File: config.mk
export PLATFORM = sky130hd
export DESIGN_NAME = fetch_unit_if_flat
export DESIGN_NICKNAME = d
export VERILOG_FILES = /design/src/rtl/fetch_unit_if_if.sv /design/src/rtl/fetch_unit_if.sv /design/src/flat_wrapper.sv
export SDC_FILE = /design/constraint.sdc
export NUM_CORES = 1
export LEC_CHECK = 0
export ABC_CLOCK_PERIOD_IN_PS = 2800
export BUFFER_PORTS_ARGS = -buffer_cell sky130_fd_sc_hd__buf_2
export CAP_MARGIN = 5
export CORE_MARGIN = 2
export CORE_UTILIZATION = 43
export DETAILED_ROUTE_END_ITERATION = 10
export PLACE_DENSITY_LB_ADDON = 0.3
export SYNTH_ARGS = -nofsm -noshare
export SYNTH_HDL_FRONTEND = slang
export SYNTH_SLANG_ARGS = --single-unit
File: constraint.sdc
create_clock -name clk -period 2.8 [get_ports clk]
set_input_delay 0.14 -clock clk [delete_from_list [all_inputs] [get_ports clk]]
set_output_delay 0.14 -clock clk [all_outputs]
set_load 0.05 [all_outputs]
File: src/rtl/fetch_unit_if_if.sv
// Instruction-memory request bus between the IF-stage fetch unit (master)
// and the instruction memory (slave); im_ready may be held low for wait states.
interface fetch_unit_if_if;
  logic        im_req;
  logic [31:0] im_addr;
  logic        im_ready;
  logic [31:0] im_rdata;

  modport master (
    output im_req,
    output im_addr,
    input  im_ready,
    input  im_rdata
  );

  modport slave (
    input  im_req,
    input  im_addr,
    output im_ready,
    output im_rdata
  );
endinterface

File: src/rtl/fetch_unit_if.sv
// IF-stage fetch unit: one-entry output buffer, one branch delay slot.
// Optional FETCH_ALIGN_CHECK_EN adds a sticky fetch_err and a HALT state.
module fetch_unit_if #(
  parameter logic [31:0] RESET_PC = 32'h0000_3000,
  parameter int unsigned PC_STEP  = 4
) (
  input  logic                  clk,
  input  logic                  reset,
  input  logic                  ir_en,
  input  logic [1:0]            pc_select,
  input  logic                  if_branch,
  input  logic [31:0]           bpc,
  input  logic [31:0]           jpc,
  input  logic [31:0]           raddr,
  fetch_unit_if_if.master       im,
  output logic [31:0]           Instr_IF,
  output logic [31:0]           pc_IF,
  output logic                  fetch_stall
`ifdef FETCH_ALIGN_CHECK_EN
  ,
  output logic                  fetch_err
`endif
);

  typedef enum logic [1:0] {
    ST_BOOT,
    ST_RUN
`ifdef FETCH_ALIGN_CHECK_EN
    ,
    ST_HALT
`endif
  } state_t;

  state_t      state_q, state_d;
  logic        valid_q, valid_d;
  logic [31:0] instr_q, instr_d;
  logic [31:0] pc_q, pc_d;
  logic [31:0] fetch_pc_q, fetch_pc_d;
`ifdef FETCH_ALIGN_CHECK_EN
  logic        err_q, err_d;
`endif

  logic        consume;
  logic        redirect_now;
  logic [31:0] target;
  logic [31:0] req_addr;
  logic        req;

  always_comb begin
    state_d      = state_q;
    valid_d      = valid_q;
    instr_d      = instr_q;
    pc_d         = pc_q;
    fetch_pc_d   = fetch_pc_q;
`ifdef FETCH_ALIGN_CHECK_EN
    err_d        = err_q;
`endif
    target       = fetch_pc_q;
    redirect_now = 1'b0;

    consume = ir_en & valid_q;

    case (pc_select)
      2'd1: begin
        target       = bpc;
        redirect_now = consume & if_branch;
      end
      2'd2: begin
        target       = jpc;
        redirect_now = consume;
      end
      2'd3: begin
        target       = raddr;
        redirect_now = consume;
      end
      default: ;
    endcase

    req_addr = redirect_now ? target : fetch_pc_q;
    req      = (state_q == ST_RUN) & (~valid_q | consume);

    if (state_q == ST_BOOT) state_d = ST_RUN;

`ifdef FETCH_ALIGN_CHECK_EN
    // A misaligned request never reaches memory; the unit parks in HALT.
    if (req && (req_addr[1:0] != 2'b00)) begin
      req     = 1'b0;
      err_d   = 1'b1;
      state_d = ST_HALT;
      valid_d = 1'b0;
    end
`endif

    if (req && im.im_ready) begin
      instr_d    = im.im_rdata;
      pc_d       = req_addr;
      valid_d    = 1'b1;
      fetch_pc_d = req_addr + 32'(PC_STEP);
    end else if (consume) begin
      valid_d = 1'b0;
      // Redirect lost to a wait state: retry the target on later cycles.
      if (redirect_now) fetch_pc_d = target;
    end
  end

  always_ff @(posedge clk) begin
    if (reset) begin
      state_q    <= ST_BOOT;
      valid_q    <= 1'b0;
      instr_q    <= '0;
      pc_q       <= RESET_PC;
      fetch_pc_q <= RESET_PC;
`ifdef FETCH_ALIGN_CHECK_EN
      err_q      <= 1'b0;
`endif
    end else begin
      state_q    <= state_d;
      valid_q    <= valid_d;
      instr_q    <= instr_d;
      pc_q       <= pc_d;
      fetch_pc_q <= fetch_pc_d;
`ifdef FETCH_ALIGN_CHECK_EN
      err_q      <= err_d;
`endif
    end
  end

  assign im.im_req   = req;
  assign im.im_addr  = req_addr;
  assign Instr_IF    = valid_q ? instr_q : '0;
  assign pc_IF       = pc_q;
  assign fetch_stall = ~valid_q;
`ifdef FETCH_ALIGN_CHECK_EN
  assign fetch_err   = err_q;
`endif

endmodule

File: src/flat_wrapper.sv
// flat-port wrapper written by rule: the top's interface ports become plain ports
module fetch_unit_if_flat 
#(
  parameter logic [31:0] RESET_PC = 32'h0000_3000,
  parameter int unsigned PC_STEP  = 4
)
  (clk, reset, ir_en, pc_select, if_branch, bpc, jpc, raddr, Instr_IF, pc_IF, fetch_stall, im_im_req, im_im_addr, im_im_ready, im_im_rdata);
  fetch_unit_if_if im_i ();
  input  logic clk;
  input  logic reset;
  input  logic ir_en;
  input  logic [1:0] pc_select;
  input  logic if_branch;
  input  logic [31:0] bpc;
  input  logic [31:0] jpc;
  input  logic [31:0] raddr;
  output logic [31:0] Instr_IF;
  output logic [31:0] pc_IF;
  output logic fetch_stall;
  output wire logic [$bits(im_i.im_req)-1:0] im_im_req;
  output wire logic [$bits(im_i.im_addr)-1:0] im_im_addr;
  input wire logic [$bits(im_i.im_ready)-1:0] im_im_ready;
  input wire logic [$bits(im_i.im_rdata)-1:0] im_im_rdata;
  assign im_im_req = im_i.im_req;
  assign im_im_addr = im_i.im_addr;
  assign im_i.im_ready = im_im_ready;
  assign im_i.im_rdata = im_im_rdata;
  fetch_unit_if #(.RESET_PC(RESET_PC), .PC_STEP(PC_STEP)) u_core (.clk(clk), .reset(reset), .ir_en(ir_en), .pc_select(pc_select), .if_branch(if_branch), .bpc(bpc), .jpc(jpc), .raddr(raddr), .im(im_i), .Instr_IF(Instr_IF), .pc_IF(pc_IF), .fetch_stall(fetch_stall));
endmodule
==> impl_summary.txt, run 1 <==
----------------------------------------------------
[Setup path]
  Startpoint type of the worst setup path ... flip-flop
  Req. time, crit path ... 3.05 ns
  Setup slack of the worst register-to-register path ... 0.09 ns
  Number of cells traversed by the worst register-to-register path ... 7
  Source of the worst register-to-register timing path ... u_core.valid_q$_SDFFE_PP0P_
  End of the worst register-to-register path ... u_core.fetch_pc_q[25]$_SDFFE_PP0P_
  Crit path cell chain ... nand2_2 -> o21ba_1 -> or4_4 -> a2111o_1 -> or3_4 -> or4_1 -> and3_1
  Biggest cell delay along the critical path ... 0.54 ns
  Slowest cell on the critical path ... or4_4
  Worst Path Class, Setup ... flip-flop to flip-flop
  Largest fanout on the critical path ... 4
  Cell family with the largest share of critical-path delay ... simple AND/OR/NAND/NOR gates
  Worst Setup End Kind ... flip-flop
  Startpoint of the most critical setup path ... u_core.valid_q$_SDFFE_PP0P_
  Critical path buffer and inverter count ... 0
  Crit path DAT ... 2.96 ns

[Power]
  Power density over the cells ... 466 nW/um^2
  Pwr Total ... 0.00333 W
  Worst IR Drop VDD ... 0.000264 V
  Leak ... 3.26 nW

[GRT]
  Initial antenna violation count ... 0
  Total congestion overflow ... 0
  Wire length of the first global-routing pass ... 26.7 mm
  Via count of the first global-routing pass ... 5376
  Largest net degree at the start of global routing ... 69
  All-Layer GR Usage ... 26.2%

[Timing]
  Max Transition Viols Final ... 0
  Relative slew margins ... 51.3%
  Final-report hold violation count ... 0
  Worst-margin pin slew ... 0.731 ns
  Setup repair after global routing missed its margin ... no
  Final clock skew ... 0.00928 ns
  Period utilisation layout ... 96.9%
  Clock period minus worst slack ... 2.71 ns
  Achievable Freq ... 0.368 GHz
  Hold WS ... 0.0188 ns
  Final setup violating endpoints ... 0

[Synthesis]
  Leading area contributor after synthesis ... dfxtp_1
  Number of enable flip-flop cells after synthesis ... 0
  Net count after synthesis ... 806
  Post-synthesis cell count ... 670
  Most instantiated flip-flop cell in the synthesis netlist ... dfxtp_1
  Sequential area share after synthesis ... 38.2%
  Yosys warns ... 0
  Cell Area, Synth ... 5130 sq um
  Share of the synthesized area in the top cell type ... 38.2%
  Total of flip-flops plus latches after synthesis ... 98
  Synth async-reset ratio ... 0%
  Mean post-synth cell area ... 7.66 sq um
  Synth area leaders ... dfxtp_1 38%, nand2_1 13%, a21oi_1 7.1%, mux2i_1 4.9%, and2_1 4.8%
  Distinct cell type count of the synthesized netlist ... 62

[Placed design]
  Area of placed instances ... 6830 sq um
  Cells after DPL ... 1058
  Placer's final routability congestion estimate ... 0.984
  Port Buffer Count ... 232
  Final HPWL from detailed placement ... 13.2 mm

[Cells and area]
  NumNets Final ... 1062
  Cell area after layout ... 7160 sq um
  Area added between synthesis and finish ... 39.6%
  Fraction of final layout cells with drive strength greater than 1 ... 39.3%
  Non-filler cells, final ... 1074
  Utilization after layout ... 62.2%
  Antenna cells ... 0

[Clock tree]
  Number of buffers on the longest clock path ... 2
  TritonCTS clock tree ... built
  Clk Latency, worst-skew pair ... 0.35 ns
  Setup Buffers After CTS ... 0
  CTS clk-pin slew, worst paths ... 0.07 ns
  Clock buffers created by TritonCTS ... 9
  Number of sinks handled by clock tree synthesis ... 98
  Clock tree root buffer cell ... clkbuf_16
  Number of levels the H-tree was split into ... 3

[Route]
  Drt total wl ... 17.4 mm
  Antenna-violating nets left ... 0
  DR WL/cell ... 16.2 um
  Drt pass-1 iters ... 8
  Count of vias placed by the detailed router ... 5777
  Number of DRC markers after the initial detailed-route iteration ... 454
  Drt drc ... 13
  Number of vias per cell after detailed routing ... 5.38

[Hold path]
  Hold Crit Class ... input pin to flip-flop
  Worst min-delay path endpoint ... u_core.instr_q[14]$_SDFFE_PP0P_
  Number of cells traversed by the worst hold path ... 3
  Hold_sp ... im_im_rdata[14]

[Floorplanning]
  Die Outline Area ... 12800 sq um
  Starting utilization of the core area ... 44.5%
  IO Pins ... 233
  Standard cell core area ... 11500 sq um
  Chip Width ... 113 um
  Die Height ... 113 um
  # rows ... 39

[Run]
  Max-cap violations ... 0

[Run status]
  Status ... finished with violations
  Failing checks ... design-rule violations

----------------------------------------------------
## cell type report
type                       count  area (sq um)
multi-input combinational    507          3040
tap                          143           179
sequential                    98          1960
fill                        1119          4350
timing repair buffer         297          1650
clock inverter                 7          58.8
inverter                      13          48.8
clock buffer                   9           225
## Yosys cell counts, types with 8 or more instances
master / count
nand4_1: 14
nor3_1: 12
and2_1: 39
mux2i_1: 25
clkbuf_1: 33
xnor2_1: 9
nand3_1: 18
inv_1: 12
nor2_1: 30
dfxtp_1: 98
buf_2: 8
o221a_2: 13
a21oi_1: 73
nand2_1: 175
o221ai_1: 9
## timing repair
item,4_1_cts,5_1_grt
hold buffers,0,0
endpoints found under the setup margin,0,15
resized for setup,0,9
endpoints found under the hold margin,0,0
## power breakdown
part / total [W] / internal, W / switching [W]
Combinational: 0.000662 / 0.000237 / 0.000425
Sequential: 0.00147 / 0.00144 / 0.0000234
Clock: 0.00121 / 0.000617 / 0.000590
## layout by cell type, fill, tap and decap left out, drive strengths merged, types with 4 or more instances in the layout
cell / n
a21oi: 74
a31oi: 4
and2: 39
and3: 4
buf: 297
clkbuf: 9
clkinv: 4
dfxtp: 98
inv: 15
mux2: 7
mux2i: 25
nand2: 176
nand3: 19
nand4: 14
nor2: 30
nor3: 12
nor4: 7
o21ai: 7
o221a: 13
o221ai: 9
or3: 4
or4: 6
xnor2: 9
## sequential cells by signal, summed over array words and instances (netlist names)
name               flops
u_core.fetch_pc_q     32
u_core.instr_q        32
u_core.pc_IF          32
u_core.state_q         1
u_core.valid_q         1
## how the worst max path moves through the flow
stage,end,cells after the start,slack (ns)
after floorplan,u_core.fetch_pc_q[30]$_SDFFE_PP0P_,13,-0.005
after global placement,u_core.fetch_pc_q[25]$_SDFFE_PP0P_,8,0.07
after detailed placement,u_core.fetch_pc_q[25]$_SDFFE_PP0P_,8,0.05
after CTS,u_core.fetch_pc_q[25]$_SDFFE_PP0P_,8,0.05
after global routing,u_core.fetch_pc_q[18]$_SDFFE_PP0P_,13,0.0002
final,u_core.fetch_pc_q[25]$_SDFFE_PP0P_,7,0.09
## worst min-delay path: cells and delay by family
family / cells / cell delay [ns]
compound gates: 1 / 0.05
buf+inv: 1 / 0.09
simple gates: 1 / 0.04
## per-stage QoR
step	TNS, ns	setup WS (ns)
6_report	0	0.0856
5_1_grt	0	0.000230
4_1_cts	0	0.0529
3_5_place_dp	0	0.0465
3_3_place_gp	0	0.0737
2_1_floorplan	-0.0132	-0.00532
## kinds of logic after synthesis
logic type,share of synthesized area [%]
AO/OA/AOI/OAI,18.0
XOR/XNOR,2.05
adder cells (fa/ha/maj),0.244
buffers and inverters,5.54
flip-flops,38.2
multiplexers,6.41
AND/OR/NAND/NOR,29.5
## routing by layer
layer / routed length (um) / global-route usage, % / vias up
li1: - / - / 2843
met4: 533 / 11.1 / 0
met3: 1190 / 4.87 / 39
met2: 8470 / 45.1 / 211
met1: 7240 / 32.2 / 2684
met5: 0 / 0 / -
Power figures use the tool's default switching activity.
==> run 2: changes to the inputs <==
--- a/config.mk
+++ b/config.mk
@@ -5,13 +5,15 @@
 export SDC_FILE = /design/constraint.sdc
 export NUM_CORES = 1
 export LEC_CHECK = 0
-export ABC_CLOCK_PERIOD_IN_PS = 2800
+export ABC_AREA = 1
+export ABC_CLOCK_PERIOD_IN_PS = 3000
 export BUFFER_PORTS_ARGS = -buffer_cell sky130_fd_sc_hd__buf_2
 export CAP_MARGIN = 5
 export CORE_MARGIN = 2
-export CORE_UTILIZATION = 43
+export CORE_UTILIZATION = 45
 export DETAILED_ROUTE_END_ITERATION = 10
 export PLACE_DENSITY_LB_ADDON = 0.3
+export REMOVE_ABC_BUFFERS = 1
 export SYNTH_ARGS = -nofsm -noshare
 export SYNTH_HDL_FRONTEND = slang
 export SYNTH_SLANG_ARGS = --single-unit
==> constraint.sdc (replaced) <==
create_clock -name clk -period 3 [get_ports clk]
set_input_delay 0.15 -clock clk [delete_from_list [all_inputs] [get_ports clk]]
set_output_delay 0.15 -clock clk [all_outputs]
set_load 0.05 [all_outputs]
==> impl_summary.txt, run 2 <==
----------------------------------------------------
[Clock tree]
  Number of levels the H-tree was split into ... 3 (unchanged)
  TritonCTS clock tree ... built
  CTS clk-pin slew, worst paths ... 0.07 ns (about the same)
  Setup Buffers After CTS ... 0 (unchanged)
  Number of gates resized after CTS ... 0 (unchanged)
  Number of sinks handled by clock tree synthesis ... 98 (unchanged)
  Clock tree root buffer cell ... clkbuf_16
  Hold-fix buffers, CTS ... 0 (unchanged)
  Clk Latency, worst-skew pair ... 0.35 ns (about the same)
  Clock buffers created by TritonCTS ... 9 (unchanged)
  Number of buffers on the longest clock path ... 2 (unchanged)

[Cells and area]
  NumNets Final ... 1322 (+24%)
  Commonest cells after routing, fill and taps aside ... 258 x nand2_1, 229 x buf_2, 132 x nor2_1, 124 x nand3_1, 98 x dfxtp_1
  Fraction of final layout cells with drive strength greater than 1 ... 27.1% (-12 points)
  Utilization after layout ... 57.7% (-4.5 points)
  Layout filler cell count ... 1387 (+24%)
  Area added between synthesis and finish ... 26.2%
  Most common cell after layout, fill and taps aside ... nand2_1

[Floorplanning]
  Standard cell core area ... 13100 sq um (+14%)
  # rows ... 42 (+7.7%)
  Starting utilization of the core area ... 45.7% (+1.2 points)
  Chip Width ... 119 um (+5.4%)
  Die Height ... 119 um (+5.4%)
  IO Pins ... 233 (unchanged)
  Die Outline Area ... 14200 sq um (+11%)

[Route]
  Drt total wl ... 18.6 mm (+6.9%)
  Drt pass-1 iters ... 5 (-3)
  DR WL/cell ... 13.6 um (-16%)
  Drt drc ... 0 (-13)
  Routed metal-1 wirelength ... 8.20 mm (+13%)
  Antenna-violating nets left ... 0 (unchanged)
  Top Layer Used ... met4
  Number of vias per cell after detailed routing ... 5.03 (-6.4%)
  Count of vias placed by the detailed router ... 6879 (+19%)
  Met2 wire len ... 9.05 mm (+6.8%)
  Number of DRC markers after the initial detailed-route iteration ... 557 (+23%)
  Detail Route met3 WL ... 1.16 mm (-2.0%)

[GRT]
  Initial antenna violation count ... 1 (+1)
  All-Layer GR Usage ... 26.1% (-0.12 points)
  Total congestion overflow ... 0 (unchanged)
  Largest net degree at the start of global routing ... 63 (-8.7%)
  Via count of the first global-routing pass ... 6264 (+17%)
  Wire length of the first global-routing pass ... 30.0 mm (+12%)

[Timing]
  Setup repair after global routing missed its margin ... no
  Worst-margin pin slew ... 1.12 ns (+0.385 ns)
  Final setup violating endpoints ... 0 (unchanged)
  Achievable Freq ... 0.398 GHz
  Relative slew margins ... 25.5% (-26 points)
  Worst Slack Setup Final ... 0.489 ns (+0.403 ns)
  Hold WS ... 0.0407 ns (+0.0219 ns)
  Period utilisation layout ... 83.7%
  Final-report hold violation count ... 0 (unchanged)
  Max Transition Viols Final ... 0 (unchanged)
  Final clock skew ... 0.00863 ns (-0.000651 ns)
  Clock period minus worst slack ... 2.51 ns

[Placed design]
  Port Buffer Count ... 232 (unchanged)
  Final HPWL from detailed placement ... 14.0 mm (+6.0%)
  Placer's final routability congestion estimate ... 0.932 (-5.3%)
  Post-Place Setup Slack ... 0.191 ns (+0.145 ns)

[Synthesis]
  Sequential area share after synthesis ... 32.8% (-5.4 points)
  Post-synthesis cell count ... 981 (+46%)
  Mean post-synth cell area ... 6.10 sq um (-20%)
  Most instantiated flip-flop cell in the synthesis netlist ... dfxtp_1
  Total of flip-flops plus latches after synthesis ... 98 (unchanged)
  Number of enable flip-flop cells after synthesis ... 0 (unchanged)
  Leading area contributor after synthesis ... dfxtp_1
  Top cell types by occurrence after synthesis ... 258 x nand2_1, 132 x nor2_1, 124 x nand3_1
  Distinct cell type count of the synthesized netlist ... 30 (-52%)
  Synth async-reset ratio ... 0% (unchanged)
  Cell Area, Synth ... 5980 sq um (+17%)
  Yosys warns ... 0 (unchanged)
  Synth area leaders ... dfxtp_1 33%, nand2_1 16%, nand3_1 10%, nor2_1 8.3%, a21oi_1 6.4%
  Share of the synthesized area in the top cell type ... 32.8% (-5.4 points)
  Cell with the most instances after synthesis ... nand2_1

[Setup path]
  Worst Setup End Kind ... flip-flop
  Startpoint type of the worst setup path ... input pin
  Req. time, crit path ... 3.24 ns (+0.19 ns)
  Largest fanout on the critical path ... 27 (+23)
  Worst Path Class, Setup ... input pin to flip-flop
  Crit path DAT ... 2.76 ns (-0.20 ns)

[Power]
  Worst IR Drop VDD ... 0.000243 V (-8.1%)
  Leak ... 3.81 nW (+17%)
  Power density over the cells ... 442 nW/um^2 (-5.1%)

[Run status]
  Status ... complete, no violations

[Hold path]
  Hold Crit Class ... input pin to flip-flop

[Run]
  Max-cap violations ... 0 (unchanged)

----------------------------------------------------
## run 2: per-stage QoR
stage               cell area [sq um]  TNS, ns  power (W)  instances
finish                           7550        0    0.00334       1367
global route                     7550        0    0.00348       1367
CTS                              7550        0    0.00336       1366
detailed placement               7250        0    0.00218       1351
global placement                 7250        0    0.00217       1351
floorplan                        5660   -61.56    0.00189        924
## run 2: kinds of logic (layout without fill, tap and decap cells)
logic type               count (synthesis)  count (layout)  share of synthesized area, %
AO/OA/AOI/OAI                          144             144                          12.6
adder cells (fa/ha/maj)                  1               1                         0.209
other                                    0               1                             0
flip-flops                              98              98                          32.8
AND/OR/NAND/NOR                        568             568                          41.5
XOR/XNOR                                 6               6                         0.878
buffers and inverters                  164             373                          12.0
## run 2: layer usage
metal	up-vias	global-route usage, %
met1	3108	33.7
li1	3515	-
met3	21	5.65
met4	0	6.25
met5	-	0
met2	235	44.5
## run 2: path summary, 6_finish.rpt
path	from	endpoint	slack, ns	depth (start not counted)
hold reg to reg	u_core.instr_q[22]$_SDFFE_PP0P_	u_core.instr_q[22]$_SDFFE_PP0P_	0.46	2
setup reg to reg	u_core.valid_q$_SDFFE_PP0P_	u_core.fetch_pc_q[24]$_SDFFE_PP0P_	0.51	16
setup / recovery	pc_select[1]	u_core.fetch_pc_q[24]$_SDFFE_PP0P_	0.49	19
hold / removal	im_im_rdata[18]	u_core.instr_q[18]$_SDFFE_PP0P_	0.04	3
## run 2: critical path: stages
cell	delay, ns
buf_2	0.38
inv_2	0.22
nor2_1	0.25
nand2_1	0.09
nand3_1	0.09
nor2_1	0.07
nor2_4	0.15
ha_1	0.21
inv_1	0.08
nor2_1	0.19
inv_1	0.08
nor2_1	0.14
inv_1	0.05
nor2_1	0.10
nand3_1	0.15
o21ai_1	0.16
nand3_1	0.08
nand2_1	0.06
inv_1	0.05
## run 2: report_power, final
group / switching, W / internal, W / total [W]
registers: 0.0000259 / 0.00136 / 0.00139
logic: 0.000539 / 0.000225 / 0.000764
clock network: 0.000498 / 0.000687 / 0.00119
## run 2: cell type report
type,instances,area [sq um],share of cell area [%]
diodes,1,2.50,0.0331
repair buffers,251,1360,18.0
clock buffers,11,253,3.35
multi-input cells,719,3300,43.7
inverters,107,402,5.32
clock inverters,4,51.3,0.679
flip-flops and latches,98,1960,26.0
well taps,176,220,2.92
